$ cat src/rtl/zynq_axis_packet_tx.sv
// AXI4-Stream packet transmitter: frames producer words into fixed-length packets behind a 2-entry registered FIFO.
// Optional statistics counters are built when ZYNQ_AXIS_PACKET_TX_STATS_EN is defined.
module zynq_axis_packet_tx #(
  parameter int data_width_p  = 32,
  parameter int len_width_p   = 16,
  parameter int keep_width_lp = data_width_p / 8,
  parameter int kbits_lp      = $clog2(keep_width_lp) + 1
) (
  input  logic                     aclk_i,
  input  logic                     aresetn_i,
  input  logic                     start_i,
  input  logic [len_width_p-1:0]   len_i,
  input  logic [kbits_lp-1:0]      last_bytes_i,
  output logic                     busy_o,
  output logic                     done_o,
  input  logic [data_width_p-1:0]  data_i,
  input  logic                     v_i,
  output logic                     ready_and_o,
  output logic                     tvalid_o,
  input  logic                     tready_i,
  output logic [data_width_p-1:0]  tdata_o,
  output logic [keep_width_lp-1:0] tkeep_o,
  output logic                     tlast_o,
  output logic [31:0]              pkt_count_o,
  output logic [31:0]              beat_count_o
);

  typedef enum logic [1:0] {
    IDLE   = 2'd0,
    STREAM = 2'd1,
    DRAIN  = 2'd2
  } state_e;

  localparam logic [kbits_lp-1:0]    kfull_lp = kbits_lp'(keep_width_lp);
  localparam logic [len_width_p-1:0] one_lp   = len_width_p'(1);

  state_e                  state_r, state_n;
  logic [len_width_p-1:0]  rem_r, rem_n;
  logic [kbits_lp-1:0]     klast_r, klast_n;
  logic                    zero_done_r, zero_done_n;

  logic                     out_valid_r, sk_valid_r;
  logic [data_width_p-1:0]  out_data_r, sk_data_r;
  logic [keep_width_lp-1:0] out_keep_r, sk_keep_r;
  logic                     out_last_r, sk_last_r;

  logic                     ready_s, enq_s, deq_s, done_s;
  logic                     in_last_s;
  logic [keep_width_lp-1:0] in_keep_s;

  // LSB-aligned byte-enable mask covering nbytes bytes
  function automatic logic [keep_width_lp-1:0] keep_mask(input logic [kbits_lp-1:0] nbytes);
    logic [keep_width_lp-1:0] m;
    m = '0;
    for (int i = 0; i < keep_width_lp; i++) begin
      m[i] = (i < int'(nbytes));
    end
    return m;
  endfunction

  // Ready comes only from registered state, so it never sees tready_i
  assign ready_s   = (state_r == STREAM) && !sk_valid_r;
  assign enq_s     = v_i && ready_s;
  assign deq_s     = out_valid_r && tready_i;
  assign done_s    = (state_r == DRAIN) && deq_s && out_last_r;
  assign in_last_s = (rem_r == one_lp);
  assign in_keep_s = in_last_s ? keep_mask(klast_r) : {keep_width_lp{1'b1}};

  // FSM state and packet-control registers
  always_ff @(posedge aclk_i or negedge aresetn_i) begin
    if (!aresetn_i) begin
      state_r     <= IDLE;
      rem_r       <= '0;
      klast_r     <= '0;
      zero_done_r <= 1'b0;
    end else begin
      state_r     <= state_n;
      rem_r       <= rem_n;
      klast_r     <= klast_n;
      zero_done_r <= zero_done_n;
    end
  end

  // Next-state decode
  always_comb begin
    state_n     = state_r;
    rem_n       = rem_r;
    klast_n     = klast_r;
    zero_done_n = 1'b0;
    case (state_r)
      IDLE: begin
        if (start_i) begin
          if (len_i != '0) begin
            state_n = STREAM;
            rem_n   = len_i;
            if ((last_bytes_i == '0) || (last_bytes_i > kfull_lp)) begin
              klast_n = kfull_lp;
            end else begin
              klast_n = last_bytes_i;
            end
          end else begin
            zero_done_n = 1'b1;
          end
        end else begin
          state_n = IDLE;
        end
      end
      STREAM: begin
        if (enq_s) begin
          rem_n = rem_r - one_lp;
          if (in_last_s) begin
            state_n = DRAIN;
          end else begin
            state_n = STREAM;
          end
        end else begin
          state_n = STREAM;
        end
      end
      DRAIN: begin
        if (done_s) begin
          state_n = IDLE;
        end else begin
          state_n = DRAIN;
        end
      end
      default: begin
        state_n = IDLE;
      end
    endcase
  end

  // Output register plus skid entry; head only moves when empty or handshaking
  always_ff @(posedge aclk_i or negedge aresetn_i) begin
    if (!aresetn_i) begin
      out_valid_r <= 1'b0;
      out_data_r  <= '0;
      out_keep_r  <= '0;
      out_last_r  <= 1'b0;
      sk_valid_r  <= 1'b0;
      sk_data_r   <= '0;
      sk_keep_r   <= '0;
      sk_last_r   <= 1'b0;
    end else if (!out_valid_r || deq_s) begin
      if (sk_valid_r) begin
        out_valid_r <= 1'b1;
        out_data_r  <= sk_data_r;
        out_keep_r  <= sk_keep_r;
        out_last_r  <= sk_last_r;
        sk_valid_r  <= 1'b0;
      end else if (enq_s) begin
        out_valid_r <= 1'b1;
        out_data_r  <= data_i;
        out_keep_r  <= in_keep_s;
        out_last_r  <= in_last_s;
      end else begin
        out_valid_r <= 1'b0;
      end
    end else if (enq_s) begin
      sk_valid_r <= 1'b1;
      sk_data_r  <= data_i;
      sk_keep_r  <= in_keep_s;
      sk_last_r  <= in_last_s;
    end
  end

  assign busy_o      = (state_r != IDLE);
  assign done_o      = zero_done_r || done_s;
  assign ready_and_o = ready_s;
  assign tvalid_o    = out_valid_r;
  assign tdata_o     = out_data_r;
  assign tkeep_o     = out_keep_r;
  assign tlast_o     = out_last_r;

`ifdef ZYNQ_AXIS_PACKET_TX_STATS_EN
  logic [31:0] pkt_cnt_r, beat_cnt_r;

  // Beat and packet statistics, wrapping modulo 2^32
  always_ff @(posedge aclk_i or negedge aresetn_i) begin
    if (!aresetn_i) begin
      pkt_cnt_r  <= 32'd0;
      beat_cnt_r <= 32'd0;
    end else if (deq_s) begin
      beat_cnt_r <= beat_cnt_r + 32'd1;
      if (out_last_r) begin
        pkt_cnt_r <= pkt_cnt_r + 32'd1;
      end
    end
  end

  assign pkt_count_o  = pkt_cnt_r;
  assign beat_count_o = beat_cnt_r;
`else
  assign pkt_count_o  = 32'd0;
  assign beat_count_o = 32'd0;
`endif

endmodule

$ cat config.mk
export PLATFORM = sky130hd
export DESIGN_NAME = zynq_axis_packet_tx
export DESIGN_NICKNAME = d
export VERILOG_FILES = /design/src/rtl/zynq_axis_packet_tx.sv
export SDC_FILE = /design/constraint.sdc
export NUM_CORES = 1
export LEC_CHECK = 0
export BUFFER_PORTS_ARGS = -buffer_cell sky130_fd_sc_hd__buf_2
export CAP_MARGIN = 0
export CORE_UTILIZATION = 55
export CTS_CLUSTER_SIZE = 10
export DETAILED_ROUTE_END_ITERATION = 6
export GPL_ROUTABILITY_DRIVEN = 1
export PLACE_DENSITY = 0.92
export RECOVER_POWER = 50
export SYNTH_ARGS = -nofsm -noshare
export SYNTH_HDL_FRONTEND = slang
export SYNTH_SLANG_ARGS = --single-unit
export TNS_END_PERCENT = 100
$ cat constraint.sdc
create_clock -name aclk_i -period 5.1 [get_ports aclk_i]
set_input_delay 0.765 -clock aclk_i [delete_from_list [all_inputs] [get_ports aclk_i]]
set_output_delay 0.765 -clock aclk_i [all_outputs]
set_load 0.01 [all_outputs]
==> summary.md <==
| Metric | Value |
|---|---|
| CP max stage cell | or2_2 |
| GP Congestion | 0.984 |
| # Post-CTS Setup Buffers | 0 |
| Max IR drop VDD | 0.000241 V |
| Worst setup EP type | flop |
| Number of synthesized flops with an enable pin | 0 |
| Post-place setup slack | 2.19 ns |
| CTS tree | yes |
| Met2 usage | 34.5% |
| Worst hold path class | flop to flop |
| HPWL after DPL | 7260 um |
| First-pass GRT wire length | 16,500 um |
| Worst stage delay on the critical path | 0.76 ns |
| CP Data Required Time | 5.35 ns |
| P_leak | 2.52 nW |
| FFs w/ async S/R, synth | 100% |
| Pwr dens | 525 nW/um^2 |
| WL final | 10,200 um |
| Simple-Gate Fraction of Synth Area | 13.8% |
| Crit Path Category | flop to flop |
| Core Region | 8850 um^2 |
| Setup_tns | 0 ns |
| Status | finished, violations left |
| Synth Register Bits | 98 |
| Layout Area Growth over Synthesis | 8.57% |
| Residual DRC | 20 |
| Syn avg cell area | 10.3 um^2 |
| Busiest grt layer | met2 |
| Synth Area in Adders | 0.739% |
| Ant diodes | 0 |
| Initial core utilization | 57.4% |
| Die width | 98.1 um |
| Setup-failing EPs final | 0 |
| Clk pin slew, worst setup/hold paths | 0.10 ns |
| Hold-fix buffers at CTS | 0 |
| Synthesized cell area | 5080 um^2 |
| Layout cell share with drive strength beyond 1 | 21.5% |
| PortBufs | 96 |
| TritonRoute pass-1 iters | 7 |
| Failing checks | design-rule violations, max-capacitance violations, max-slew violations |
| Met1 global-route usage | 28.2% |
| Worst Path Max Fanout | 73 |
| Antenna Nets Post-Route | 0 |
| I/O Pins | 161 |
| Syn. warnings | 0 |
| Vias in the first global route | 3,497 |
| Worst setup SP type | flop |
| Hold_ws | 0.481 ns |
| Later-pin clock latency in the skew report | 0.36 ns |
| Mapped Cells | 495 |
| DR vias/cell | 5.45 |
| Largest net degree at the start of global routing | 74 |
| Compound-gate portion of the synthesized area | 11.1% |
| Routing usage on met3 | 5.15% |
| Post-CTS resize count | 0 |
| Clk root buf | clkbuf_8 |
| Final count of hold timing violations | 0 |
| Wire per inst | 14.8 um |
| Post-synth cell types | 49 |
| Peak Freq | 334 MHz |
| Mux contribution to synthesized area | 14.0% |
| Final nets | 636 |
| Post-synthesis sequential area ratio | 48.3% |
| Final WS setup | 2.10 ns |
| # clock sinks | 98 |
| Iteration-0 DRC Markers | 230 |
| Die Ht | 98.1 um |
| Min Tclk post-route | 3.00 ns |
| CTS buffer count | 9 |
| Post-Layout Cell Count | 690 |
| Max_cap viols | 1 |
| RSZ-0062 raised after global routing | no |
| Main flop type after synthesis | dfrtp_1 |
| Row count | 34 |
| Die ar. | 9620 um^2 |
| Final slew viol count | 47 |
| Grt total ovfl | 0 |
| Gr usage total | 21.3% |
| H-tree levels | 3 |
| Cell breakdown of the critical path | nor2b_1 > a21oi_1 > or2_2 > mux2_2 |
| Worst slew pin tran | 2.34 ns |
| Clk buf depth | 2 |
| Placed cells | 674 |
| Clock skew | 0.00992 ns |
| XOR/XNOR Fraction of Synth Area | 0% |
| Slew headroom | -56.0% |
| Via count | 3,758 |
| Period Utilization, post-route | 58.8% |
| Number of antenna violations at the first check in global routing | 0 |
| Worst path arrival time | 3.24 ns |
| Total power | 2.90 mW |
| Largest family of logic cells by synthesized area | multiplexers |
## synthesized netlist by cell type, types with 2 or more instances
library cell  instances  area, um^2
nand3_1               5        25.0
o32ai_1               2        17.5
a21oi_1              15        75.1
clkbuf_1             19        71.3
or2_2                 4        25.0
buf_2                 4        20.0
o41ai_1               2        17.5
nor2_1               17        63.8
nor2b_1               7        43.8
a211oi_1              3        22.5
o22ai_1               4        25.0
mux2i_1              33         330
nand2b_1              7        43.8
o21ai_0              47         235
nor3_1                5        25.0
nor3b_1               5        37.5
ha_1                  3        37.5
nor4_1                9        56.3
nand4_1               2        12.5
a2bb2oi_1             3        26.3
o221a_2               2        22.5
buf_4                64         480
a2111oi_0             2        17.5
nand2_1              67         251
inv_1                 5        18.8
o31ai_1               5        37.5
a32o_1                2        20.0
mux2_2               34         383
dfrtp_1              98        2450
## routing by layer
| layer | part of all wire (%) | vias to the layer above |
|---|---|---|
| met2 | 47 | 186 |
| met1 | 42 | 1762 |
| met5 | 0 | - |
| met4 | 2.5 | 0 |
| li1 | - | 1774 |
| met3 | 8.0 | 36 |
## stage by stage
stage / area (um^2) / util [%]
2_1_floorplan: 5320 / -
3_3_place_gp: 5360 / 60.5
3_5_place_dp: 5360 / 60.5
4_1_cts: 5560 / 62.8
5_1_grt: 5510 / 62.3
6_report: 5510 / 62.3
## cells by family after synthesis
| family | Yosys count |
|---|---|
| AO/OA/AOI/OAI | 93 |
| multiplexers | 67 |
| flip-flops | 98 |
| other | 1 |
| buffers and inverters | 94 |
| adder cells (fa/ha/maj) | 3 |
| AND/OR/NAND/NOR | 139 |
## flip-flops by register name, indices dropped and copies added (netlist names)
signal       cells
klast_r          3
rem_r           16
sk_data_r       32
sk_keep_r        4
sk_last_r        1
sk_valid_r       1
state_r          2
tdata_o         32
tkeep_o          4
tlast_o          1
tvalid_o         1
zero_done_r      1
## where the power goes
group	internal, mW	switching (mW)
combinational	0.432	0.533
clock	0.234	0.277
sequential	1.13	0.288
## path summary, 6_finish.rpt
kind / from / end / slack [ns] / cells past startpoint
max reg2reg: state_r[0] / tlast_o / 2.10 / 4
max: state_r[0] / tlast_o / 2.10 / 4
max in group asynchronous: aresetn_i / sk_valid_r / 2.25 / 2
min in group asynchronous: aresetn_i / tdata_o[13] / 1.11 / 1
min: tkeep_o[1] / tkeep_o[1] / 0.48 / 2
min reg2reg: tkeep_o[1] / tkeep_o[1] / 0.48 / 2
## area by class of cell
type / instances / area [um^2]
well taps: 108 / 135
inverters: 5 / 18.8
fillers: 747 / 3330
repair buffers: 97 / 444
multi-input cells: 366 / 2260
flip-flops and latches: 98 / 2450
clock buffers: 10 / 128
clock inverters: 6 / 75.1
## placed cells by master, fill, tap and decap left out, types with 7 or more instances in the layout
cell	synthesis	layout
buf_2	4	61
clkbuf_1	19	36
nor2_1	17	17
conb_1	1	64
a21oi_1	15	15
mux2_2	34	34
nor4_1	9	9
nand2b_1	7	7
nor2b_1	7	7
mux2i_1	33	33
clkbuf_8	0	9
dfrtp_1	98	97
o21ai_0	47	47
nand2_1	67	66
## critical path, delay by kind of cell (launching register included)
kind             cells  cell delay (ns)
AO/OA/AOI/OAI        1             0.24
flip-flops           1             0.74
multiplexers         1             0.43
AND/OR/NAND/NOR      2             1.47
No activity file was read; power rests on OpenSTA's default activity.
